$ cat config.mk
export PLATFORM = sky130hd
export DESIGN_NAME = unique_encoder_flat
export DESIGN_NICKNAME = d
export VERILOG_FILES = /design/src/rtl/unique_codec_pkg.sv /design/src/rtl/unique_encoder_if.sv /design/src/rtl/unique_history.sv /design/src/rtl/unique_encoder.sv /design/src/flat_wrapper.sv
export SDC_FILE = /design/constraint.sdc
export NUM_CORES = 1
export LEC_CHECK = 0
export CORE_ASPECT_RATIO = 1.5
export CORE_MARGIN = 2
export CORE_UTILIZATION = 50
export CTS_BUF_LIST = sky130_fd_sc_hd__clkbuf_4 sky130_fd_sc_hd__clkbuf_8
export DETAILED_ROUTE_END_ITERATION = 12
export GPL_ROUTABILITY_DRIVEN = 0
export GPL_TIMING_DRIVEN = 0
export PLACE_DENSITY = 0.75
export SETUP_SLACK_MARGIN = 0.15
export SYNTH_ARGS = -nofsm -noshare
export SYNTH_HDL_FRONTEND = slang
export SYNTH_HIERARCHICAL = 1
export SYNTH_SLANG_ARGS = --single-unit
$ cat constraint.sdc
create_clock -name clk_in -period 1.9 [get_ports clk_in]
set_input_delay 0.38 -clock clk_in [delete_from_list [all_inputs] [get_ports clk_in]]
set_output_delay 0.38 -clock clk_in [all_outputs]
set_load 0.02 [all_outputs]
$ cat src/rtl/unique_codec_pkg.sv
// rtl/unique_codec_pkg.sv - shared widths and token type for the unique-value encoder/decoder pair
package unique_codec_pkg;

   localparam int DATA_W = 8;
   localparam int DEPTH  = 4;
   localparam int IDX_W  = $clog2(DEPTH);

   typedef struct packed {
      logic              hit;
      logic [IDX_W-1:0]  idx;
      logic [DATA_W-1:0] data;
      logic              last;
   } token_t;

endpackage

$ cat src/rtl/unique_encoder_if.sv
// rtl/unique_encoder_if.sv - symbol-in / token-out handshake bundle of the unique-value encoder
interface unique_encoder_if;
   import unique_codec_pkg::*;

   logic                  s_valid_in;
   logic                  s_ready_out;
   logic [DATA_W-1:0]     s_data_in;
   logic                  s_last_in;
   logic                  m_valid_out;
   logic                  m_ready_in;
   logic                  m_hit_out;
   logic [IDX_W-1:0]      m_idx_out;
   logic [DATA_W-1:0]     m_data_out;
   logic                  m_last_out;

   // encoder side
   modport slave (
      input  s_valid_in, s_data_in, s_last_in, m_ready_in,
      output s_ready_out, m_valid_out, m_hit_out, m_idx_out, m_data_out, m_last_out
   );

   // producer/consumer side
   modport master (
      output s_valid_in, s_data_in, s_last_in, m_ready_in,
      input  s_ready_out, m_valid_out, m_hit_out, m_idx_out, m_data_out, m_last_out
   );

endinterface

$ cat src/rtl/unique_history.sv
// rtl/unique_history.sv - move-to-front history with lowest-index parallel match
module unique_history
   import unique_codec_pkg::*;
(
   input  logic              clk_in,
   input  logic              reset_n_in,
   input  logic              accept_in,
   input  logic              clear_in,
   input  logic              last_in,
   input  logic [DATA_W-1:0] data_in,
   output logic              hit_out,
   output logic [IDX_W-1:0]  idx_out
);

   logic [DATA_W-1:0] hist_q [DEPTH];
   logic [DATA_W-1:0] hist_d [DEPTH];
   logic [DEPTH-1:0]  valid_q;
   logic [DEPTH-1:0]  valid_d;
   logic              match_found;
   logic [IDX_W-1:0]  match_idx;

   // parallel compare; scanning downward lets the lowest matching index win
   always_comb begin
      match_found = 1'b0;
      match_idx   = '0;
      for (int i = DEPTH - 1; i >= 0; i--) begin
         if (valid_q[i] && (hist_q[i] == data_in)) begin
            match_found = 1'b1;
            match_idx   = IDX_W'(i);
         end
      end
   end

   // a flush in the same cycle forces a literal, since the decoder flushes first too
   assign hit_out = match_found & ~clear_in;
   assign idx_out = hit_out ? match_idx : '0;

   // next history: frame end / flush wipe, otherwise move-to-front on accept
   always_comb begin
      hist_d  = hist_q;
      valid_d = valid_q;
      if (accept_in && last_in) begin
         for (int i = 0; i < DEPTH; i++) begin
            hist_d[i] = '0;
         end
         valid_d = '0;
      end else if (clear_in) begin
         for (int i = 0; i < DEPTH; i++) begin
            hist_d[i] = '0;
         end
         valid_d = '0;
         if (accept_in) begin
            hist_d[0]  = data_in;
            valid_d[0] = 1'b1;
         end
      end else if (accept_in) begin
         for (int i = 1; i < DEPTH; i++) begin
            if (!match_found || (IDX_W'(i) <= match_idx)) begin
               hist_d[i]  = hist_q[i-1];
               valid_d[i] = valid_q[i-1];
            end
         end
         hist_d[0]  = data_in;
         valid_d[0] = 1'b1;
      end
   end

   // history registers
   always_ff @(posedge clk_in or negedge reset_n_in) begin
      if (!reset_n_in) begin
         for (int i = 0; i < DEPTH; i++) begin
            hist_q[i] <= '0;
         end
         valid_q <= '0;
      end else begin
         for (int i = 0; i < DEPTH; i++) begin
            hist_q[i] <= hist_d[i];
         end
         valid_q <= valid_d;
      end
   end

endmodule

$ cat src/rtl/unique_encoder.sv
// rtl/unique_encoder.sv - move-to-front token encoder top; UNIQUE_ENC_STATS_EN adds hit/literal counters
module unique_encoder
   import unique_codec_pkg::*;
(
   input  logic               clk_in,
   input  logic               reset_n_in,
   input  logic               clear_in,
   unique_encoder_if.slave    bus
`ifdef UNIQUE_ENC_STATS_EN
   ,
   output logic [31:0]        hit_cnt_out,
   output logic [31:0]        lit_cnt_out
`endif
);

   logic             accept;
   logic             hist_hit;
   logic [IDX_W-1:0] hist_idx;
   logic             m_valid_q;
   logic             m_valid_d;
   token_t           tok_q;
   token_t           tok_d;

   assign bus.s_ready_out = ~m_valid_q | bus.m_ready_in;
   assign accept          = bus.s_valid_in & bus.s_ready_out;

   unique_history u_history (
      .clk_in     (clk_in),
      .reset_n_in (reset_n_in),
      .accept_in  (accept),
      .clear_in   (clear_in),
      .last_in    (bus.s_last_in),
      .data_in    (bus.s_data_in),
      .hit_out    (hist_hit),
      .idx_out    (hist_idx)
   );

   // output stage: load on accept, drop when taken with nothing new behind it
   always_comb begin
      m_valid_d = m_valid_q;
      tok_d     = tok_q;
      if (accept) begin
         m_valid_d  = 1'b1;
         tok_d.hit  = hist_hit;
         tok_d.idx  = hist_idx;
         tok_d.data = bus.s_data_in;
         tok_d.last = bus.s_last_in;
      end else if (bus.m_ready_in) begin
         m_valid_d = 1'b0;
      end
   end

   // output registers
   always_ff @(posedge clk_in or negedge reset_n_in) begin
      if (!reset_n_in) begin
         m_valid_q <= 1'b0;
         tok_q     <= '0;
      end else begin
         m_valid_q <= m_valid_d;
         tok_q     <= tok_d;
      end
   end

   assign bus.m_valid_out = m_valid_q;
   assign bus.m_hit_out   = tok_q.hit;
   assign bus.m_idx_out   = tok_q.idx;
   assign bus.m_data_out  = tok_q.data;
   assign bus.m_last_out  = tok_q.last;

`ifdef UNIQUE_ENC_STATS_EN
   logic        take;
   logic [31:0] hit_cnt_q;
   logic [31:0] hit_cnt_d;
   logic [31:0] lit_cnt_q;
   logic [31:0] lit_cnt_d;

   assign take = m_valid_q & bus.m_ready_in;

   // saturating per-type token counters, counted when the token leaves
   always_comb begin
      hit_cnt_d = hit_cnt_q;
      lit_cnt_d = lit_cnt_q;
      if (take && tok_q.hit && (hit_cnt_q != '1)) begin
         hit_cnt_d = hit_cnt_q + 32'd1;
      end
      if (take && !tok_q.hit && (lit_cnt_q != '1)) begin
         lit_cnt_d = lit_cnt_q + 32'd1;
      end
   end

   // counter registers, untouched by clear_in
   always_ff @(posedge clk_in or negedge reset_n_in) begin
      if (!reset_n_in) begin
         hit_cnt_q <= '0;
         lit_cnt_q <= '0;
      end else begin
         hit_cnt_q <= hit_cnt_d;
         lit_cnt_q <= lit_cnt_d;
      end
   end

   assign hit_cnt_out = hit_cnt_q;
   assign lit_cnt_out = lit_cnt_q;
`endif

endmodule
$ cat src/flat_wrapper.sv
// flat-port wrapper written by rule: the top's interface ports become plain ports
module unique_encoder_flat import unique_codec_pkg::*;
  (clk_in, reset_n_in, clear_in, bus_s_valid_in, bus_s_data_in, bus_s_last_in, bus_m_ready_in, bus_s_ready_out, bus_m_valid_out, bus_m_hit_out, bus_m_idx_out, bus_m_data_out, bus_m_last_out);
  unique_encoder_if bus_i ();
  input  logic clk_in;
  input  logic reset_n_in;
  input  logic clear_in;
  input wire logic [$bits(bus_i.s_valid_in)-1:0] bus_s_valid_in;
  input wire logic [$bits(bus_i.s_data_in)-1:0] bus_s_data_in;
  input wire logic [$bits(bus_i.s_last_in)-1:0] bus_s_last_in;
  input wire logic [$bits(bus_i.m_ready_in)-1:0] bus_m_ready_in;
  output wire logic [$bits(bus_i.s_ready_out)-1:0] bus_s_ready_out;
  output wire logic [$bits(bus_i.m_valid_out)-1:0] bus_m_valid_out;
  output wire logic [$bits(bus_i.m_hit_out)-1:0] bus_m_hit_out;
  output wire logic [$bits(bus_i.m_idx_out)-1:0] bus_m_idx_out;
  output wire logic [$bits(bus_i.m_data_out)-1:0] bus_m_data_out;
  output wire logic [$bits(bus_i.m_last_out)-1:0] bus_m_last_out;
  assign bus_i.s_valid_in = bus_s_valid_in;
  assign bus_i.s_data_in = bus_s_data_in;
  assign bus_i.s_last_in = bus_s_last_in;
  assign bus_i.m_ready_in = bus_m_ready_in;
  assign bus_s_ready_out = bus_i.s_ready_out;
  assign bus_m_valid_out = bus_i.m_valid_out;
  assign bus_m_hit_out = bus_i.m_hit_out;
  assign bus_m_idx_out = bus_i.m_idx_out;
  assign bus_m_data_out = bus_i.m_data_out;
  assign bus_m_last_out = bus_i.m_last_out;
  unique_encoder u_core (.clk_in(clk_in), .reset_n_in(reset_n_in), .clear_in(clear_in), .bus(bus_i));
endmodule
==> load_flow_metrics.sql, run 1 <==
INSERT INTO impl_metrics (metric_group, metric, value, unit) VALUES
('clocking', 'cts.root.buffer_cell', 'clkbuf_8', ''),
('finish', 'antenna_cells', '0', ''),
('finish', 'area_growth_syn_to_layout', '43.2', '%'),
('synth', 'post_synth_num_cell_types', '36', ''),
('die', 'dieArea', '0.00543', 'mm^2'),
('critical_path', 'cp_data_required_time', '2090', 'ps'),
('grt', 'grt_pass1_vias', '1810', ''),
('run_status', 'outcome', 'finished, violations left', ''),
('synth', 'total_of_warnings_raised_by_yosys', '6', ''),
('routing', 'met2_length', '3180', 'um'),
('grt', 'grt_pass1_wl', '9260', 'um'),
('placed_design', 'dp_hpwl', '3410', 'um'),
('grt', 'track_usage', '0.244', ''),
('timing', 'final_setup_violation_count', '10', ''),
('clocking', 'clkLatencyLatePin', '300', 'ps'),
('placed_design', 'placement.io_buffers', '26', ''),
('timing', 'maxClockFrequency', '505', 'MHz'),
('die', 'die_x', '60.8', 'um'),
('finish', 'multi_input_area', '0.00128', 'mm^2'),
('grt', 'grt_max_degree', '28', ''),
('timing', 'slew_viol_final', '0', ''),
('synth', 'synth_fp_nets', '199', ''),
('finish', 'finalNetCount', '276', ''),
('routing', 'routed_wirelength', '5850', 'um'),
('synth', 'synth_sequential_area_ratio', '0.506', ''),
('clocking', 'clock_sinks', '49', ''),
('critical_path', 'rr_worst_depth', '9', ''),
('routing', 'met3_wirelength', '311', 'um'),
('clocking', 'cts_tree', 'done', ''),
('clocking', 'cts-buffers-inserted', '5', ''),
('critical_path', 'worst-path-max-fanout', '8', ''),
('finish', 'layout.cells.most_common', 'dfrtp_1', ''),
('die', 'core_region_area', '0.00473', 'mm^2'),
('routing', 'dr.first_iter.drc_count', '64', ''),
('clocking', 'clk_transition_reported_paths', '90', 'ps'),
('synth', 'yosys_most_used_dff', 'dfrtp_1', ''),
('die', 'die-height', '89.2', 'um'),
('routing', 'dr_total_vias', '1773', ''),
('timing', 'clock-skew-final', '7.49', 'ps'),
('die', 'initial_core_util', '0.512', ''),
('timing', 'worstMarginPinSlew', '786', 'ps'),
('run_status', 'violated_checks', 'negative setup slack', ''),
('timing', 'final_hold_viol_count', '0', ''),
('synth', 'netlist_area', '0.00242', 'mm^2'),
('timing', 'rsz_0062_raised_after_global_routing', 'yes', ''),
('timing', 'worst_slew_margin', '0.476', ''),
('synth', 'synthesis.area_per_instance', '13.1', 'um^2'),
('critical_path', 'timing_worst_setup_path_type', 'reg -> reg', ''),
('clocking', 'hold_buf_count_cts', '0', ''),
('synth', 'synth-edff-count', '0', ''),
('timing', 'period_minus_slack', '1980', 'ps'),
('die', 'row_count', '31', ''),
('power_and_ir_drop', 'power_per_cell_area', '649', 'mW/mm^2'),
('synth', 'synth_async_sr_flop_share', '1.00', ''),
('critical_path', 'r2r-start', 'u_core/u_history/hist_q[27]$_DFFE_PN0P_', ''),
('routing', 'ant_nets', '0', ''),
('routing', 'drt_drc_violations_left', '0', ''),
('finish', 'n_fill_cell', '317', ''),
('placed_design', 'placement_stage_worst_setup_slack', '-791', 'ps'),
('routing', 'routed_wire_length_per_instance', '17.8', 'um'),
('synth', 'netlist_top_cells_area', 'dfrtp_1 (51%), a22o_1 (12%), xnor2_1 (8.3%), mux2_4 (5.6%), buf_6 (4.2%)', ''),
('synth', 'yosys_register_bits', '49', ''),
('job', 'drv_cap', '0', ''),
('critical_path', 'critical_path.endpoint_type', 'flop', ''),
('routing', 'drtPass1Iterations', '4', ''),
('clocking', 'h_tree_levels', '2', ''),
('routing', 'detail_route.wirelength.met1', '2230', 'um'),
('timing', 'worst_slack', '-80.8', 'ps'),
('critical_path', 'cp_data_arrival_time', '2170', 'ps'),
('finish', 'regArea', '0.00123', 'mm^2'),
('die', 'ios', '28', '');
[registers in the layout, summed over array words and instances, names as in the netlist]
register	flops
u_core/bus.m_idx_out	2
u_core/bus.m_valid_out	1
u_core/u_history/hist_q	32
u_core/bus.m_hit_out	1
u_core/bus.m_last_out	1
u_core/bus.m_data_out	8
u_core/u_history/valid_q	4
[worst max-delay path, cell delays in order (launching register included)]
cell and delay [ps]:
dfrtp_1 410, xnor2_2 170, nand4_1 170, o311a_1 340
buf_6 120, nor2b_4 120, buf_6 110, nor2b_4 120
buf_6 130, a22o_1 180
[layout make-up]
type                       count  share of cell area
sequential                    49               0.354
multi-input combinational    119               0.370
buffer                        14              0.0440
inverter                       4             0.00794
clock buffer                   8              0.0263
timing repair buffer          69               0.174
tap                           66              0.0238
[layer usage]
layer,vias up,GRT usage
li1,820,-
met1,882,0.291
met2,59,0.426
met3,12,0.0391
met4,0,0.105
met5,-,0
[cell families (layout without fill, tap and decap cells)]
| group | Yosys count | in the layout | synth area share |
|---|---|---|---|
| AO/OA/AOI/OAI | 42 | 43 | 0.152 |
| flip-flops | 49 | 49 | 0.506 |
| multiplexers | 12 | 12 | 0.0698 |
| AND/OR/NAND/NOR | 32 | 32 | 0.0848 |
| XOR/XNOR | 32 | 32 | 0.122 |
| buffers and inverters | 18 | 95 | 0.0646 |
[cells in the mapped netlist (3+ instances only)]
cell,n
nand2_1,4
a22o_1,33
xor2_1,7
nor2_1,5
dfrtp_1,49
mux2_4,9
xnor2_1,23
nand3_1,3
buf_6,9
nand4_1,5
inv_1,4
mux2_2,3
nor3_1,4
[repair_timing]
action,4_1_cts,5_1_grt
buffers inserted,24,18
pin swaps,36,28
setup endpoints to repair,40,39
cloned,1,0
resized for setup,54,18
[stage by stage]
stage	setup TNS (ps)	std cells	util	cell area [um^2]	hold slack (ps)
4_1_cts	-902	311	0.691	3270	72.6
2_1_floorplan	-474	185	-	2470	84.4
5_1_grt	-2260	329	0.733	3470	86.1
3_5_place_dp	-21490	278	0.598	2830	400
3_3_place_gp	-67950	277	0.594	2810	487
6_report	-606	329	0.733	3470	50.4
[worst max path at each step]
stage / startpoint / end / slack (ps) / depth (start not counted)
floorplan: bus_m_ready_in / u_core/u_history/hist_q[0]$_DFFE_PN0P_ / -60 / 12
global placement: reset_n_in / u_core/bus.m_valid_out$_DFFE_PN0P_ / -1130 / 1
detailed placement: bus_s_data_in[3] / u_core/u_history/hist_q[4]$_DFFE_PN0P_ / -790 / 11
CTS: u_core/u_history/hist_q[31]$_DFFE_PN0P_ / u_core/u_history/hist_q[3]$_DFFE_PN0P_ / -100 / 9
global route: u_core/bus.m_valid_out$_DFFE_PN0P_ / u_core/u_history/hist_q[3]$_DFFE_PN0P_ / -140 / 12
finish: u_core/u_history/hist_q[27]$_DFFE_PN0P_ / u_core/u_history/hist_q[3]$_DFFE_PN0P_ / -80 / 9
[power breakdown]
part           leakage [nW]  internal (W)  switching (W)
logic                 0.964      0.000269       0.000228
registers             0.655       0.00109      0.0000317
clock network        0.0498      0.000305       0.000329
total                  1.67       0.00166       0.000589
No activity file was read; power rests on OpenSTA's default activity.
==> inputs of run 2 (changes only) <==
--- a/config.mk
+++ b/config.mk
@@ -14,6 +14,8 @@
 export GPL_TIMING_DRIVEN = 0
 export PLACE_DENSITY = 0.75
 export SETUP_SLACK_MARGIN = 0.15
+export SKIP_CTS_REPAIR_TIMING = 1
+export SLEW_MARGIN = 20
 export SYNTH_ARGS = -nofsm -noshare
 export SYNTH_HDL_FRONTEND = slang
 export SYNTH_HIERARCHICAL = 1
==> constraint.sdc (replaced) <==
create_clock -name clk_in -period 1.9 [get_ports clk_in]
set_input_delay 0.38 -clock clk_in [delete_from_list [all_inputs] [get_ports clk_in]]
set_output_delay 0.38 -clock clk_in [all_outputs]
set_load 0.1 [all_outputs]
==> load_flow_metrics.sql, run 2 (synthesis results as in run 1) <==
INSERT INTO impl_metrics (metric_group, metric, value, unit) VALUES
('finish', 'layout.cells.most_common', 'dfrtp_1', ''),
('clocking', 'cts_tree', 'done', ''),
('run_status', 'outcome', 'finished, violations left', ''),
('critical_path', 'cp_data_arrival_time', '2310', 'ps'),
('die', 'dieArea', '0.00543', 'mm^2'),
('critical_path', 'cp-start-kind', 'flop', ''),
('die', 'core_region_area', '0.00473', 'mm^2'),
('routing', 'routed_wirelength', '5270', 'um'),
('grt', 'antenna_violations_before_repair', '0', ''),
('finish', 'n_fill_cell', '363', ''),
('finish', 'antenna_cells', '0', ''),
('die', 'ios', '28', ''),
('timing', 'final_setup_violation_count', '18', ''),
('timing', 'period_minus_slack', '2120', 'ps'),
('routing', 'dr_total_vias', '1668', ''),
('routing', 'drtPass1Iterations', '4', ''),
('placed_design', 'placement.io_buffers', '26', ''),
('die', 'die-height', '89.2', 'um'),
('power_and_ir_drop', 'static-leakage-power', '1.52', 'nW'),
('timing', 'slew_viol_final', '0', ''),
('critical_path', 'critical_path.endpoint_type', 'flop', ''),
('grt', 'grt_max_degree', '27', ''),
('timing', 'final_worst_path_period_share', '1.11', ''),
('critical_path', 'cp_data_required_time', '2090', 'ps'),
('timing', 'maxClockFrequency', '472', 'MHz'),
('finish', 'area_growth_syn_to_layout', '31.5', '%'),
('routing', 'dr.first_iter.drc_count', '51', ''),
('critical_path', 'worst-path-max-fanout', '8', ''),
('run_status', 'violated_checks', 'negative setup slack', ''),
('power_and_ir_drop', 'ir_worst_vdd', '0.000530', 'V'),
('placed_design', 'post-place-cells', '278', ''),
('grt', 'grt_pass1_vias', '1493', ''),
('die', 'row_count', '31', ''),
('timing', 'final_hold_viol_count', '0', ''),
('finish', 'multi_input_area', '0.00118', 'mm^2'),
('routing', 'met3_wirelength', '189', 'um'),
('routing', 'top_layer_used', 'met4', ''),
('clocking', 'ctsLongestPathBuffers', '2', ''),
('routing', 'drt_drc_violations_left', '0', ''),
('clocking', 'clock_sinks', '49', ''),
('routing', 'met2_length', '2910', 'um'),
('finish', 'finalNetCount', '259', ''),
('timing', 'rsz_0062_raised_after_global_routing', 'yes', ''),
('finish', 'finish.cell_count_without_fillers', '312', ''),
('grt', 'grt_pass1_wl', '7190', 'um'),
('finish', 'max_reg_flops', '32', ''),
('finish', 'post_route_cells_drive_above_1_share', '0.423', ''),
('routing', 'detail_route.wirelength.met1', '2120', 'um'),
('finish', 'layout.cells.most_common_list', 'dfrtp_1 (47), a22o_1 (33), buf_4 (19), xnor2_1 (19), buf_6 (16)', ''),
('power_and_ir_drop', 'power_per_cell_area', '752', 'mW/mm^2'),
('clocking', 'h_tree_levels', '2', ''),
('timing', 'worstMarginPinSlew', '783', 'ps'),
('timing', 'worst_slack', '-218', 'ps'),
('routing', 'vias_per_cell', '5.35', ''),
('critical_path', 'r2r-start', 'u_core/u_history/hist_q[31]$_DFFE_PN0P_', ''),
('clocking', 'clk_transition_reported_paths', '90', 'ps'),
('finish', 'regArea', '0.00123', 'mm^2'),
('routing', 'ant_nets', '0', ''),
('critical_path', 'rr_worst_depth', '9', ''),
('critical_path', 'reg2reg_setup_slack', '-220', 'ps'),
('placed_design', 'postPlaceCellArea', '0.00280', 'mm^2'),
('critical_path', 'worstReg2RegEnd', 'u_core/u_history/hist_q[0]$_DFFE_PN0P_', ''),
('timing', 'worst_slew_margin', '0.478', ''),
('grt', 'track_usage', '0.183', ''),
('placed_design', 'dp_hpwl', '3360', 'um'),
('routing', 'routed_wire_length_per_instance', '16.9', 'um'),
('timing', 'clock-skew-final', '8.32', 'ps'),
('clocking', 'cts.root.buffer_cell', 'clkbuf_8', ''),
('finish', 'final_design_instance_area_without_fill', '0.00318', 'mm^2'),
('die', 'initial_core_util', '0.512', ''),
('hold_path', 'hold_path.class', 'in -> async', ''),
('clocking', 'clkLatencyLatePin', '300', 'ps'),
('critical_path', 'timing_worst_setup_path_type', 'reg -> reg', ''),
('die', 'die_x', '60.8', 'um'),
('grt', 'globalRouteOverflowTotal', '0', ''),
('clocking', 'cts-buffers-inserted', '5', ''),
('job', 'drv_cap', '0', ''),
('finish', 'registers.top_by_ff_count', 'u_core/u_history/hist_q', '');
## run 2: report_power, final
group / switching (W) / internal (W)
registers: 0.0000343 / 0.00109
clock network: 0.000334 / 0.000326
logic: 0.000404 / 0.000208
total: 0.000773 / 0.00162
## run 2: through the flow
step | total power (W) | setup TNS (ps) | hold slack (ps) | worst slack [ps] | utilization
floorplan | 0.00156 | -5990 | 84.4 | -465 | -
global placement | 0.00171 | -71570 | 484 | -1300 | 0.588
detailed placement | 0.00172 | -25080 | 396 | -851 | 0.591
CTS | 0.00237 | -17430 | 69.6 | -577 | 0.612
global route | 0.00249 | -4600 | 96.1 | -254 | 0.673
finish | 0.00239 | -2690 | 59.8 | -218 | 0.673
## run 2: per-layer routing
layer / vias to the layer above / global-route usage
li1: 792 / -
met1: 836 / 0.235
met2: 35 / 0.301
met3: 5 / 0.0434
met4: 0 / 0.0632
met5: - / 0
## run 2: layout make-up
class,count,area share
flip-flops and latches,49,0.387
repair buffers,51,0.129
multi-input cells,120,0.371
inverters,4,0.00865
well taps,66,0.0259
plain buffers,14,0.0480
clock buffers,8,0.0307
## run 2: worst max path at each step
stage                                                  startpoint                                     end  slack (ps)  cells after the start
after global placement                                 reset_n_in      u_core/bus.m_valid_out$_DFFE_PN0P_       -1300                      1
after CTS                                          bus_m_ready_in                         bus_s_ready_out        -580                      3
after global routing      u_core/u_history/hist_q[24]$_DFFE_PN0P_  u_core/u_history/hist_q[5]$_DFFE_PN0P_        -250                      9
after floorplan                u_core/bus.m_valid_out$_DFFE_PN0P_  u_core/u_history/hist_q[0]$_DFFE_PN0P_        -460                     12
after detailed placement                         bus_s_data_in[7]  u_core/u_history/hist_q[0]$_DFFE_PN0P_        -850                     11
final                     u_core/u_history/hist_q[31]$_DFFE_PN0P_  u_core/u_history/hist_q[0]$_DFFE_PN0P_        -220                      9
## run 2: worst max-delay path, stage by stage, from the launching register on
cell,delay [ps]
dfrtp_2,470
xnor2_4,150
nand4_1,190
o311a_1,400
buf_6,130
nor2b_4,110
buf_6,140
nor2b_4,120
buf_6,130
a22o_1,180
==> edit (flow settings as in run 2) <==
Change the package constant `DEPTH` from 4 to 2.
--- a/src/rtl/unique_codec_pkg.sv
+++ b/src/rtl/unique_codec_pkg.sv
@@ -2,7 +2,7 @@
 package unique_codec_pkg;
 
    localparam int DATA_W = 8;
-   localparam int DEPTH  = 4;
+   localparam int DEPTH  = 2;
    localparam int IDX_W  = $clog2(DEPTH);
 
    typedef struct packed {
Ports: changed (resized bus_m_idx_out); port bits go from 28 to 27. No check against the original RTL was run, so the function may have changed too.
==> edit against run 2 <==
  * Sequential cell count decreased by 19
  * Register-to-register slack improved by 520 ps
  * Routed wire length decreased by 43%
  * Combinational power decreased by 18%
  * Cell area decreased by 40%
  * Area after synthesis decreased by 40%
  * Worst setup slack improved by 310 ps
  * Cell count decreased by 40%
  * Clock skew decreased by 4.2 ps
  * Total power decreased by 27%
  * Highest routed layer unchanged
==> edit: results (changes against run 2) <==
| Metric | Value |
|---|---|
| Adder-Cell Fraction of Synth Area | 0 (unchanged) |
| Status | complete, no violations |
| Largest Register | u_core/u_history/hist_q |
| Reg clk slew, reported paths | 60 ps (-30 ps) |
| Global routing met3 resource utilization | 0.0749 (+0.0315) |
| Clock skew | 4.17 ps (-4.15 ps) |
| Layout cells sized above 1 | 0.358 (-0.0651) |
| Avg WL per Cell | 16.0 um (-5.1%) |
| Post-synthesis sequential area ratio | 0.518 (+0.0112) |
| Vias in the first global route | 1,042 (-30%) |
| Cells after DPL | 178 (-36%) |
| Largest family of logic cells by synthesized area | multiplexers |
| Worst r2r src | u_core/u_history/hist_q[13] |
| Antenna violations before repair | 0 (unchanged) |
| Power in the clock group | 0.531 mW (-20%) |
| First-pass GRT wire length | 4860 um (-32%) |
| Total GRT Usage | 0.210 (+0.0266) |
| Tcrit/Tclk final | 0.953 (-0.161) |
| P_leak | 0.988 nW (-35%) |
| Met1 Use GR | 0.233 (-0.00252) |
| Antenna Cells | 0 (unchanged) |
| Syn nets | 129 (-35%) |
| Post-synthesis mux area share | 0.164 (+0.0942) |
| Post-synthesis compound-gate area fraction | 0.0854 (-0.0670) |
| Net Sw Frac | 0.355 (+0.0319) |
| Reg2reg setup slack | 300 ps (+520 ps) |
| DP Worst Slack | -593 ps (+257 ps) |
| Vias/cell | 5.23 (-2.1%) |
| Crit-path max FO | 3 (-5) |
| Dpl cell area | 0.00179 mm2 (-36%) |
| EDFF count, synth | 0 (unchanged) |
| Leading post-synthesis cells by cell area | dfrtp_1 52%, xor2_1 9.7%, mux2_4 9.3% |
| DR iter-0 viols | 4 (-92%) |
| Post-synth top cells | 30 x dfrtp_1, 16 x xor2_1, 10 x inv_1 |
| Slew @ Worst Pin | 657 ps (-127 ps) |
| Worst-case reg-to-reg path depth | 6 (-3) |
| Filler instances | 225 (-38%) |
| Synth unique cells | 29 (-19%) |
| Combinational power | 0.504 mW (-18%) |
| Worst-Skew Late Latency | around 290 ps |
| RR Endpoint | u_core/u_history/hist_q[6] |
| Critical path's slowest cell | clkdlybuf4s50_1 |
| Number of flip-flops in the largest register | 16 (-50%) |
| Gate Count Post-Synth | 115 (-38%) |
| CP Capture Point | bus_s_ready_out |
| Global Route met2 Usage | 0.329 (+0.0278) |
| Arrival time worst endpoint | 1430 ps (-880 ps) |
| Dominant cell type by area after synthesis | dfrtp_1 |
| Nets@finish | 164 (-37%) |
| Int Power | 1.13 mW (-30%) |
| Xor/xnor share of the synthesized area | 0.0966 (-0.0253) |
| Layout Cells excl Fill | 188 (-40%) |
| VDD IR max | 804 uV (+52%) |
| Setup TNS | 0 ps (+2690 ps) |
| Critical path's top delay family | buffers and inverters |
| Largest net degree at the start of global routing | 31 (+15%) |
| Launch point of the worst path | bus_m_ready_in |
| Final HPWL DP | 2090 um (-38%) |
[edit: cell count changes after synthesis, moves of 8 or more]
cell	before	now
a22o_1	33	6
xnor2_1	23	0
dfrtp_1	49	30
xor2_1	7	16
buf_6	9	1
mux2i_1	0	8
[edit: worst min-delay path by stage]
stage | slack (ps) | endpoint | cells after the start | startpoint
6_report | 120 | u_core/bus.m_data_out[6] | 1 | reset_n_in
5_1_grt | 190 | u_core/u_history/hist_q[10] | 1 | reset_n_in
4_1_cts | 140 | u_core/u_history/hist_q[7] | 1 | reset_n_in
3_5_place_dp | 460 | u_core/bus.m_data_out[6] | 1 | reset_n_in
3_3_place_gp | 460 | u_core/u_history/valid_q[1] | 1 | u_core/u_history/valid_q[1]
2_1_floorplan | 80 | u_core/bus.m_data_out[0] | 0 | reset_n_in
[edit: kinds of logic after synthesis]
| logic type | Yosys count |
|---|---|
| compound gates | 14 |
| xor+xnor | 16 |
| buf+inv | 13 |
| flops | 30 |
| mux | 19 |
| simple gates | 23 |
[edit: per-layer routing]
layer	part of all wire	routed length [um]	vias to the layer above
li1	-	-	452
met1	0.40	1200	493
met2	0.52	1570	30
met3	0.051	155	9
met4	0.030	90	0
met5	0	0	-
[edit: cell type report]
cell class / count / area [um2] / area share
inverters: 10 / 45.0 / 0.0235
clock buffers: 8 / 91.3 / 0.0476
plain buffers: 3 / 32.5 / 0.0169
multi-input cells: 72 / 712 / 0.371
well taps: 37 / 46.3 / 0.0241
repair buffers: 28 / 238 / 0.124
flip-flops and latches: 30 / 754 / 0.393
[edit: worst register-to-register path, stage by stage, from the launching register on]
cell and delay, ps:
dfrtp_1 420, xor2_2 190, nor4_4 290, buf_4 190, a31oi_4 100, buf_12 170, mux2i_1 170
